File: config.mk
export PLATFORM = sky130hd
export DESIGN_NAME = result_streamer_flat
export DESIGN_NICKNAME = d
export VERILOG_FILES = /design/src/rtl/result_streamer_pkg.sv /design/src/rtl/result_streamer_if.sv /design/src/rtl/result_skid_fifo.sv /design/src/rtl/result_streamer.sv /design/src/flat_wrapper.sv
export SDC_FILE = /design/constraint.sdc
export NUM_CORES = 1
export LEC_CHECK = 0
export CORE_UTILIZATION = 34
export DETAILED_ROUTE_END_ITERATION = 8
export GPL_TIMING_DRIVEN = 1
export PLACE_DENSITY = 0.59
export SLEW_MARGIN = 25
export SYNTH_ARGS = -nofsm -noshare
export SYNTH_HDL_FRONTEND = slang
export SYNTH_SLANG_ARGS = --single-unit
File: constraint.sdc
create_clock -name clk -period 4.15 [get_ports clk]
set_input_delay 1.245 -clock clk [delete_from_list [all_inputs] [get_ports clk]]
set_output_delay 1.245 -clock clk [all_outputs]
set_load 0.03 [all_outputs]
File: src/rtl/result_streamer_pkg.sv
// Shared constants and types for the result streamer: memory geometry,
// drain FSM states and the tagged beat carried through the skid FIFO.
package result_streamer_pkg;
  localparam int DATA_W     = 32;
  localparam int ADDR_W     = 7;
  localparam int TILE_ELEMS = 16;
  localparam int MAX_TILES  = 8;

  typedef enum logic [1:0] {
    IDLE  = 2'd0,
    FETCH = 2'd1,
    DRAIN = 2'd2,
    FIN   = 2'd3
  } state_e;

  typedef struct packed {
    logic [DATA_W-1:0] data;
    logic [2:0]        tile;
    logic [3:0]        idx;
    logic              last;
  } beat_t;
endpackage

File: src/rtl/result_streamer_if.sv
// Valid/ready result stream: one 32-bit element per beat with tile/element tags.
interface result_streamer_if;
  import result_streamer_pkg::*;

  logic              m_valid;
  logic              m_ready;
  logic [DATA_W-1:0] m_data;
  logic [2:0]        m_tile;
  logic [3:0]        m_idx;
  logic              m_last;

  modport master (output m_valid, m_data, m_tile, m_idx, m_last, input m_ready);
  modport slave  (input m_valid, m_data, m_tile, m_idx, m_last, output m_ready);
endinterface

File: src/rtl/result_skid_fifo.sv
// Two-entry FIFO with a registered head so the stream outputs come straight from flops.
module result_skid_fifo
  import result_streamer_pkg::*;
(
  input  logic       clk,
  input  logic       rst,
  input  logic       push,
  input  beat_t      din,
  input  logic       pop,
  output beat_t      head,
  output logic [1:0] count
);

  beat_t      head_q, head_d;
  beat_t      tail_q, tail_d;
  logic [1:0] count_q, count_d;
  logic       pop_ok;

  assign pop_ok = pop && (count_q != 2'd0);

  always_comb begin
    head_d  = head_q;
    tail_d  = tail_q;
    count_d = count_q;
    case ({push, pop_ok})
      2'b10: begin
        if (count_q == 2'd0) begin
          head_d  = din;
          count_d = 2'd1;
        end else begin
          tail_d  = din;
          count_d = 2'd2;
        end
      end
      2'b01: begin
        if (count_q == 2'd2) head_d = tail_q;
        count_d = count_q - 2'd1;
      end
      2'b11: begin
        // Simultaneous push/pop keeps the occupancy; the head advances.
        if (count_q == 2'd1) begin
          head_d = din;
        end else begin
          head_d = tail_q;
          tail_d = din;
        end
      end
      default: ;
    endcase
  end

  // The head drives the output bus, so it is cleared along with the occupancy.
  always_ff @(posedge clk) begin
    if (rst) begin
      count_q <= 2'd0;
      head_q  <= '0;
    end else begin
      count_q <= count_d;
      head_q  <= head_d;
    end
  end

  always_ff @(posedge clk) begin
    tail_q <= tail_d;
  end

  assign head  = head_q;
  assign count = count_q;

endmodule

File: src/rtl/result_streamer.sv
// Drains result tiles from the 1-cycle-latency output memory onto a tagged
// valid/ready stream; reads are credit-limited so the 2-entry FIFO never overflows.
module result_streamer
  import result_streamer_pkg::*;
(
  input  logic              clk,
  input  logic              rst,
  input  logic              start,
  input  logic [3:0]        num_tiles,
  output logic              busy,
  output logic              done,
  output logic              mem_rd,
  output logic [ADDR_W-1:0] mem_addr,
  input  logic [DATA_W-1:0] mem_data,
  result_streamer_if.master m
);

  state_e            state_q, state_d;
  logic [ADDR_W:0]   addr_q, addr_d;
  logic [ADDR_W:0]   end_q, end_d;
  logic              inflight_q;
  logic [ADDR_W-1:0] tag_q, tag_d;
  logic [3:0]        n_clamp;
  logic [1:0]        fifo_count;
  logic              fifo_valid;
  logic              pop;
  logic [2:0]        occ;
  beat_t             fifo_din;
  beat_t             fifo_head;

  assign n_clamp    = (num_tiles > 4'(MAX_TILES)) ? 4'(MAX_TILES) : num_tiles;
  assign fifo_valid = (fifo_count != 2'd0);
  assign pop        = fifo_valid && m.m_ready;

  // Occupancy after this cycle's pop and the in-flight push land.
  assign occ    = {1'b0, fifo_count} + {2'b00, inflight_q} - {2'b00, pop};
  assign mem_rd = (state_q == FETCH) && (occ < 3'd2);

  always_comb begin
    state_d = state_q;
    addr_d  = addr_q;
    end_d   = end_q;
    tag_d   = mem_rd ? addr_q[ADDR_W-1:0] : tag_q;
    case (state_q)
      IDLE: begin
        if (start) begin
          addr_d  = '0;
          end_d   = {n_clamp, 4'b0000} - (ADDR_W+1)'(1);
          // An empty run still spends one busy cycle so done lands at t+2.
          state_d = (n_clamp == 4'd0) ? DRAIN : FETCH;
        end
      end
      FETCH: begin
        if (mem_rd) begin
          addr_d = addr_q + (ADDR_W+1)'(1);
          if (addr_q == end_q) state_d = DRAIN;
        end
      end
      DRAIN: begin
        if (occ == 3'd0) state_d = FIN;
      end
      FIN: state_d = IDLE;
      default: state_d = IDLE;
    endcase
  end

  always_ff @(posedge clk) begin
    if (rst) begin
      state_q    <= IDLE;
      addr_q     <= '0;
      end_q      <= '0;
      inflight_q <= 1'b0;
    end else begin
      state_q    <= state_d;
      addr_q     <= addr_d;
      end_q      <= end_d;
      inflight_q <= mem_rd;
    end
  end

  always_ff @(posedge clk) begin
    tag_q <= tag_d;
  end

  assign fifo_din.data = mem_data;
  assign fifo_din.tile = tag_q[6:4];
  assign fifo_din.idx  = tag_q[3:0];
  assign fifo_din.last = (tag_q[3:0] == 4'(TILE_ELEMS-1));

  result_skid_fifo u_fifo (
    .clk   (clk),
    .rst   (rst),
    .push  (inflight_q),
    .din   (fifo_din),
    .pop   (pop),
    .head  (fifo_head),
    .count (fifo_count)
  );

  assign busy     = (state_q == FETCH) || (state_q == DRAIN);
  assign done     = (state_q == FIN);
  assign mem_addr = addr_q[ADDR_W-1:0];

  assign m.m_valid = fifo_valid;
  assign m.m_data  = fifo_head.data;
  assign m.m_tile  = fifo_head.tile;
  assign m.m_idx   = fifo_head.idx;
  assign m.m_last  = fifo_head.last;

endmodule
File: src/flat_wrapper.sv
// flat-port wrapper written by rule: the top's interface ports become plain ports
module result_streamer_flat import result_streamer_pkg::*;
  (clk, rst, start, num_tiles, busy, done, mem_rd, mem_addr, mem_data, m_m_valid, m_m_data, m_m_tile, m_m_idx, m_m_last, m_m_ready);
  result_streamer_if m_i ();
  input  logic clk;
  input  logic rst;
  input  logic start;
  input  logic [3:0] num_tiles;
  output logic busy;
  output logic done;
  output logic mem_rd;
  output logic [ADDR_W-1:0] mem_addr;
  input  logic [DATA_W-1:0] mem_data;
  output wire logic [$bits(m_i.m_valid)-1:0] m_m_valid;
  output wire logic [$bits(m_i.m_data)-1:0] m_m_data;
  output wire logic [$bits(m_i.m_tile)-1:0] m_m_tile;
  output wire logic [$bits(m_i.m_idx)-1:0] m_m_idx;
  output wire logic [$bits(m_i.m_last)-1:0] m_m_last;
  input wire logic [$bits(m_i.m_ready)-1:0] m_m_ready;
  assign m_m_valid = m_i.m_valid;
  assign m_m_data = m_i.m_data;
  assign m_m_tile = m_i.m_tile;
  assign m_m_idx = m_i.m_idx;
  assign m_m_last = m_i.m_last;
  assign m_i.m_ready = m_m_ready;
  result_streamer u_core (.clk(clk), .rst(rst), .start(start), .num_tiles(num_tiles), .busy(busy), .done(done), .mem_rd(mem_rd), .mem_addr(mem_addr), .mem_data(mem_data), .m(m_i));
endmodule
## Word level (Yosys, flattened, before mapping)

Cells that the tools add are included.

| storage, ports and cells | value |
|---|---|
| register bits | 108 |
| input bits | 40 |
| word-level logic and storage cells | 76 |

| cells by class | value |
|---|---|
| $add $sub $neg | 5 |
| $lt $le $gt $ge | 2 |
| eq/ne operators | 18 |
| multiplexer cells | 19 |
| reduce and logical (&&, ||, !) cells | 18 |

Operators with widths:

| operator | count |
|---|---|
| $mux 40 | 5 |
| $pmux 40 s3 | 1 |
| $pmux 40 s2 | 1 |
| $mux 8 | 2 |
| $pmux 8 s2 | 1 |
| $mux 2 | 6 |
| $eq 2x2->1 const B | 5 |
| $ne 2x2->1 const B | 5 |
| $reduce_and 3->1 | 3 |
| $add 8x1->8 const B | 1 |
| $eq 8x8->1 | 1 |
| $pmux 2 s4 | 1 |
| $reduce_bool 2->1 | 4 |
| $sub 8x1->8 const B | 1 |
| $eq 2x1->1 const B | 3 |
| $ne 2x1->1 const B | 3 |
| $eq 4x4->1 const B | 1 |
| $gt 4x4->1 const B | 1 |
| $logic_not 2->1 | 2 |
| $logic_not 4->1 | 1 |
| $mux 4 | 1 |
| $pmux 2 s2 | 1 |
| $reduce_and 4->1 | 1 |
| $add 2x1->3 | 1 |
| other kinds (8) | 10 |

## Depth between registers and ports, before layout

| logic depth | value |
|---|---|
| depth in word-level cells | 7 |
| mapped depth | 13 |
| depth with buffers taken out | 13 |

## Cells and area by module

From an unflattened synthesis, not the netlist that was laid out.

| second synthesis, totals | value |
|---|---|
| cell total of the unflattened synthesis | 473 |
| area, all modules | 5395.2 um^2 |

Modules (own cells, without submodules):

| module | instances | cells an instance | area an instance (um^2) | seq. area each (um^2) |
|---|---|---|---|---|
| result_skid_fifo | 1 | 347 | 4151.5 | 2042.0 |
| result_streamer | 1 | 126 | 1243.7 | 530.5 |

## Worst setup path after synthesis

Ideal clock, no wire load.

| path | value |
|---|---|
| path type | input port to output port |
| start | in m_m_ready |
| end | out mem_rd |
| arrival | 3.609 ns |
| setup slack | -0.704 ns |
| stages on the path | 6 |
| path buffers | 0 |
| cell sequence | nand2_1 ha_1 ha_1 fa_1 xnor2_1 nor3_1 |

| between the ends | value |
|---|---|
| longest elaborated chain between the ends | 4 |

RTL lines:

| item | RTL line | RTL |
|---|---|---|
| from (decl) | flat_wrapper.sv:19 | `input wire logic [$bits(m_i.m_ready)-1:0] m_m_ready;` |
| $logic_and 1x1->1 | result_streamer.sv:33 | `assign pop = fifo_valid && m.m_ready;` |
| $sub 3x1->3 | result_streamer.sv:36 | `assign occ = {1'b0, fifo_count} + {2'b00, inflight_q} - {2'b00, pop};` |
| $lt 3x2->1 | result_streamer.sv:37 | `assign mem_rd = (state_q == FETCH) && (occ < 3'd2);` |
| $logic_and 1x1->1 | result_streamer.sv:37 |  |
| to (decl) | flat_wrapper.sv:11 | `output logic mem_rd;` |

No other way between the ends.

## Worst setup path in the final report

Same ends and word-level chain as after synthesis.

==> impl_results.md <==
- Setup tns final: 0 ns
- PnR worst setup slack: 0.07429 ns
- Endpoint, Worst Hold: u_core.u_fifo.tail_q[5]
- #FFs+latches synth: 105
- Number of synthesized flops with an enable pin: 47
- Dpl hpwl: 6.153 mm
- Die W: 115.1 um
- Status: complete, no violations
- Share of the yosys chip area belonging to registers: 0.5913
- DRC viols: 0
- Fin nets: 521
- Syn Nets: 433
- Commonest non-fill, non-tap cells in the layout: clkdlybuf4s50_1 (87), nor2_1 (62), dfxtp_1 (57)
- Final wirelength: 9.554 mm
- Predominant post-synthesis flop cell: dfxtp_1
- Pleak: 2.051 nW
- Worst Path Required: 2.90 ns
- Placed Cells incl. Taps: 620
- Global route overflow: 0
- Die ar.: 0.01325 mm2
- Tmin final: 4.076 ns
- Post-Place Worst Slack: -0.3553 ns
- Layout cells sized above 1: 0.1104
- IO Count: 91
- Antenna viol nets, final: 0
- Vias in the first global route: 3071
- TritonRoute pass-1 iters: 4
- PortBufs: 90
- Longest Clk Path Bufs: 2
- Fin Hold WS: 0.4564 ns
- Cell Area, Placed: 0.005446 mm2
- Synth warn: 0
- Clk_lat worst skew: 0.35 ns
- Synthesized cell area: 0.004350 mm2
- Worst vdd ir: 252.1 uV
- Fin. max-slew vios: 0
- Crit path DAT: 2.83 ns
- Worst-path fanout max: 3
- Via count: 3212
- Slew HR: 0.5258
- Hold path depth: 0
- GP Congestion: 0.7558
- Element type at the critical path end: output pin
- Worst Clk Skew: 0.005957 ns
- TritonCTS Sinks: 105
- Tightest Pin Transition: 0.7114 ns
- Final number of setup-violating endpoints: 0
- Num rows: 40
- Wire per inst: 14.95 um
- Core area: 0.01226 mm2
- Count of different cell masters after synthesis: 46
- FMAX: 245.4 MHz
- Gr usage total: 0.1508
- Critical R2R Launch: u_core.u_fifo.count[0]
- Power Total: 4.598 mW
- Drt initial violations: 190
- Syn Area/Cell: 11.51 um2
- Syn Inst Count: 378
- Startpoint Class: primary input
- Reg2reg setup slack: 0.88 ns
- Commonest non-fill, non-tap cell in the layout: clkdlybuf4s50_1
- Final Non-Filler Cells: 639
- RSZ-0062 raised after global routing: false
- Hold Crit Class: flop to flop
- FF-to-FF End: u_core.state_q[1]
- Largest net degree at the start of global routing: 81
- Async set-reset flop share out of synthesis: 0
- Ant diodes: 0
- Final core occ: 0.4781
- Max_cap viols: 0
- Power Density: 784.4 mW/mm2
- Critical path class: primary input to output pin
- Fin crit share: 0.9821
- Initial cell density of the core: 0.3548
- Die height: 115.1 um
- Total CTS buffers: 9
- Hold Path Origin: u_core.tag_q[4]
- First-pass GRT wire length: 15.26 mm
- Initial antenna violation count: 0
- Reg2Reg Depth: 14
- Via density per instance: 5.027
- CTS tree: yes
- CTS clock-pin slew for the worst setup and hold paths: 0.07 ns
- H-tree levels: 3
- Finished Cell Area: 0.005862 mm2
- Area delta synth->final: 34.74%
- Final Hold Viols: 0
- Root Buffer: clkbuf_16
## how the worst max path moves through the flow
stage,startpoint,end,cells after the start
final,m_m_ready,mem_rd,8
after global routing,m_m_ready,mem_rd,8
after CTS,m_m_ready,mem_rd,8
after detailed placement,m_m_ready,mem_rd,8
after global placement,m_m_ready,mem_rd,7
after floorplan,m_m_ready,mem_rd,6
## critical path, cell delays in order
cell             delay [ns]
clkdlybuf4s15_1        0.18
nand2_2                0.08
ha_4                   0.26
ha_4                   0.16
fa_2                   0.39
xnor2_4                0.17
nor3_4                 0.18
buf_6                  0.16
## state kept, by name, summed over array words and instances, names as in the netlist
register	count
u_core.state_q	2
u_core.tag_q	7
u_core.u_fifo.count	2
u_core.u_fifo.head	40
u_core.end_q	5
u_core.u_fifo.tail_q	40
u_core.inflight_q	1
u_core.addr_q	8
## layout make-up
cell class | count | area, um2
sequential | 105 | 2574
timing repair buffer | 108 | 1045
clock inverter | 7 | 113.9
multi-input combinational | 232 | 1657
fill | 1144 | 6400
inverter | 10 | 37.54
clock buffer | 9 | 225.2
tap | 168 | 210.2
## Yosys cell counts, types with 2 or more instances
cell | instances | share of area
nor2_1 | 62 | 0.053
dfxtp_1 | 58 | 0.27
edfxtp_1 | 47 | 0.32
a211oi_1 | 43 | 0.074
a22oi_1 | 41 | 0.071
clkbuf_1 | 22 | 0.019
ha_1 | 14 | 0.040
xor2_1 | 9 | 0.018
inv_1 | 8 | 0.0069
buf_4 | 7 | 0.012
a21oi_1 | 6 | 0.0069
nand2_1 | 6 | 0.0052
nand2b_1 | 4 | 0.0058
o2111ai_1 | 4 | 0.0081
mux2i_1 | 3 | 0.0069
o31ai_1 | 3 | 0.0052
a21o_1 | 2 | 0.0035
and2_1 | 2 | 0.0029
and4_1 | 2 | 0.0040
inv_2 | 2 | 0.0017
nand3_1 | 2 | 0.0023
nor2b_1 | 2 | 0.0029
nor4_1 | 2 | 0.0029
o21ai_1 | 2 | 0.0023
or3_1 | 2 | 0.0029
or4_1 | 2 | 0.0035
xnor2_1 | 2 | 0.0040
## where the power goes
group / internal, mW / total (mW) / switching [mW]
clock network: 0.542 / 0.942 / 0.400
registers: 1.44 / 1.60 / 0.158
logic: 0.856 / 2.06 / 1.20
## logic make-up (layout without fill, tap and decap cells)
family	count (synthesis)	count (layout)	share of synthesized area
AND/OR/NAND/NOR	93	93	0.1007
XOR/XNOR	11	11	0.02215
AO/OA/AOI/OAI	109	109	0.1861
multiplexers	4	4	0.009491
buffers and inverters	41	134	0.04544
flip-flops	105	105	0.5913
adder cells (fa/ha/maj)	15	15	0.04487
## per-layer routing
| layer | up-vias | track usage | part of all wire |
|---|---|---|---|
| li1 | 1587 | - | - |
| met4 | 0 | 0.05195 | 0.013 |
| met1 | 1521 | 0.1970 | 0.46 |
| met5 | - | 0 | 0 |
| met3 | 9 | 0.03954 | 0.056 |
| met2 | 95 | 0.2426 | 0.47 |
## repair_timing
item | in CTS | in global routing
pin swaps | 5 | 1
hold buffers | 0 | 0
endpoints found under the setup margin | 1 | 1
resized for setup | 10 | 1
setup buffers | 2 | 1
Note: power is estimated with default switching activity, not from simulation.
==> edit, RTL diff (same settings) <==
`DATA_W`: 32 -> 16.
--- a/src/rtl/result_streamer_pkg.sv
+++ b/src/rtl/result_streamer_pkg.sv
@@ -2,5 +2,5 @@
 // drain FSM states and the tagged beat carried through the skid FIFO.
 package result_streamer_pkg;
-  localparam int DATA_W     = 32;
+  localparam int DATA_W     = 16;
   localparam int ADDR_W     = 7;
   localparam int TILE_ELEMS = 16;
Interface: changed (resized m_m_data and mem_data); port bits go from 91 to 59. No check against the original RTL was run, so the function may have changed too.
==> edit against the original RTL <==
  * The run now ends with design-rule violations left
  * Sequential cell count decreased by 32
  * Setup slack improved by 0.028 ns
  * Sequential power decreased by 34%
  * Area after synthesis decreased by 27%
  * Combinational power decreased by 39%
  * Power decreased by 38%
  * Fmax increased by 0.68%
  * Sequential share of layout area decreased by 1.7 points
  * Design area decreased by 28%
  * Worst hold slack improved by 0.0062 ns
  * Wire length decreased by 32%
  * Critical path type unchanged
==> edit: results (changes against the original RTL) <==
| Metric | Value |
|---|---|
| Status | finished with violations (was complete, no violations) |
| Failing checks | design-rule violations |
| Synthesized Nets | 323 (was 433) |
| Vias in the first global route | 2306 (was 3071) |
| Launch point of the worst reg-to-reg path | u_core.u_fifo.count[1]$_SDFFE_PP0P_ (was u_core.u_fifo.count[0]$_SDFFE_PP0P_) |
| Wire length on met3 | 354 um (was 539 um) |
| Worst-path fanout max | 2 (was 3) |
| GR Util met2 | 23.5% (was 24.3%) |
| Most frequent cells after synthesis | 42 x dfxtp_1, 41 x nor2_1, 31 x edfxtp_1, 28 x a22oi_1, 27 x a211oi_1 (was 62 x nor2_1, 58 x dfxtp_1, 47 x edfxtp_1, 43 x a211oi_1, 41 x a22oi_1) |
| Relative max-transition margin | 70.0% (was 52.6%) |
| Sequential fraction of the synthesis area | 56.1% (was 59.1%) |
| Hold Crit Start | u_core.tag_q[5]$_DFFE_PP_ (was u_core.tag_q[4]$_DFFE_PP_) |
| First-pass GRT wire length | 11100 um (was 15300 um) |
| Setup slack, reg-to-reg | 1.12 ns (was 0.88 ns) |
| Cells on Worst Hold Path | 0 (unchanged) |
| Met1 Usage GRT | 18.4% (was 19.7%) |
| Post-synth EDFFs | 31 (was 47) |
| IO Port Bufs | 58 (was 90) |
| Share of layout cells above drive strength 1 | 15.0% (was 11.0%) |
| Pleak | 1.52 nW (was 2.05 nW) |
| Ranking of synthesized cells by area | edfxtp_1 29%, dfxtp_1 27%, a22oi_1 6.7%, a211oi_1 6.4%, ha_1 5.9% (was edfxtp_1 32%, dfxtp_1 27%, a211oi_1 7.4%, a22oi_1 7.1%, nor2_1 5.3%) |
| Arr. time, crit path | 2.80 ns (was 2.83 ns) |
| Pre-antenna DRT Iters | 7 (was 4) |
| Synth unique cells | 42 (was 46) |
| WL met1 | 2980 um (was 4410 um) |
| # placed instances | 443 (was 620) |
| Worst R2R End | u_core.state_q[0]$_SDFFE_PP0P_ (was u_core.state_q[1]$_SDFFE_PP0P_) |
| Cells after Synth | 283 (was 378) |
| Maximum VDD drop | 0.280 mV (was 0.252 mV) |
| Final wirelength | 6480 um (was 9550 um) |
| Via count | 2302 (was 3212) |
| Met3 usage | 4.58% (was 3.95%) |
| Vias per cell | 4.98 (was 5.03) |
| Clock Skews | 0.00907 ns (was 0.00596 ns) |
| Total placed instance area | 0.00393 mm^2 (was 0.00545 mm^2) |
| Routed wl met2 | 3100 um (was 4480 um) |
| DRC errors left | 6 (was 0) |
| Largest net degree at the start of global routing | 49 (was 81) |
| Largest stage delay, worst path | 0.34 ns (was 0.39 ns) |
| HPWL Detailed | 4400 um (was 6150 um) |
| CTS root buffer | clkbuf_8 (was clkbuf_16) |
| Placer Congestion | 0.830 (was 0.756) |
==> edit: changes by cell type after synthesis, moves of 3 or more <==
cell       delta
clkbuf_1     -11
a22oi_1      -13
nand4_1       +4
edfxtp_1     -16
o2111ai_1     -4
a21oi_1       -3
nor2_1       -21
dfxtp_1      -16
a211oi_1     -16
==> edit: final cells by class <==
| cell class | count | area [um^2] |
|---|---|---|
| Clock inverter | 5 | 62.6 |
| Tap cell | 108 | 135 |
| Clock buffer | 11 | 141 |
| Fill cell | 858 | 4650 |
| Sequential cell | 73 | 1770 |
| Inverter | 10 | 40.0 |
| Multi-Input combinational cell | 179 | 1330 |
| Timing Repair Buffer | 76 | 718 |
==> edit: repair_timing <==
item                       4_1_cts  5_1_grt
pin swaps                        6        4
gates resized for setup          8        8
setup buffers                    3        0
setup endpoints to repair        1        1
cloned                           0        0
==> edit: per-stage QoR <==
| stage | utilization (%) | hold slack, ns | setup slack, ns |
|---|---|---|---|
| floorplan | - | 0.427 | 0.0330 |
| global placement | 44.4 | 0.445 | -0.428 |
| detailed placement | 44.4 | 0.450 | -0.466 |
| CTS | 47.1 | 0.469 | 0.00146 |
| global route | 47.5 | 0.486 | 0.00355 |
| finish | 47.5 | 0.463 | 0.102 |
==> edit: cell families after synthesis <==
family	after synthesis	synth area share (%)
multiplexers	4	1.31
XOR/XNOR	11	3.05
flip-flops	73	56.1
AND/OR/NAND/NOR	75	11.5
adder cells (fa/ha/maj)	16	6.58
AO/OA/AOI/OAI	73	16.9
buffers and inverters	31	4.56
==> edit: power breakdown <==
group | total [mW] | internal [mW] | switching, mW
clock | 0.561 | 0.297 | 0.263
combinational | 1.25 | 0.541 | 0.712
sequential | 1.05 | 0.955 | 0.0932
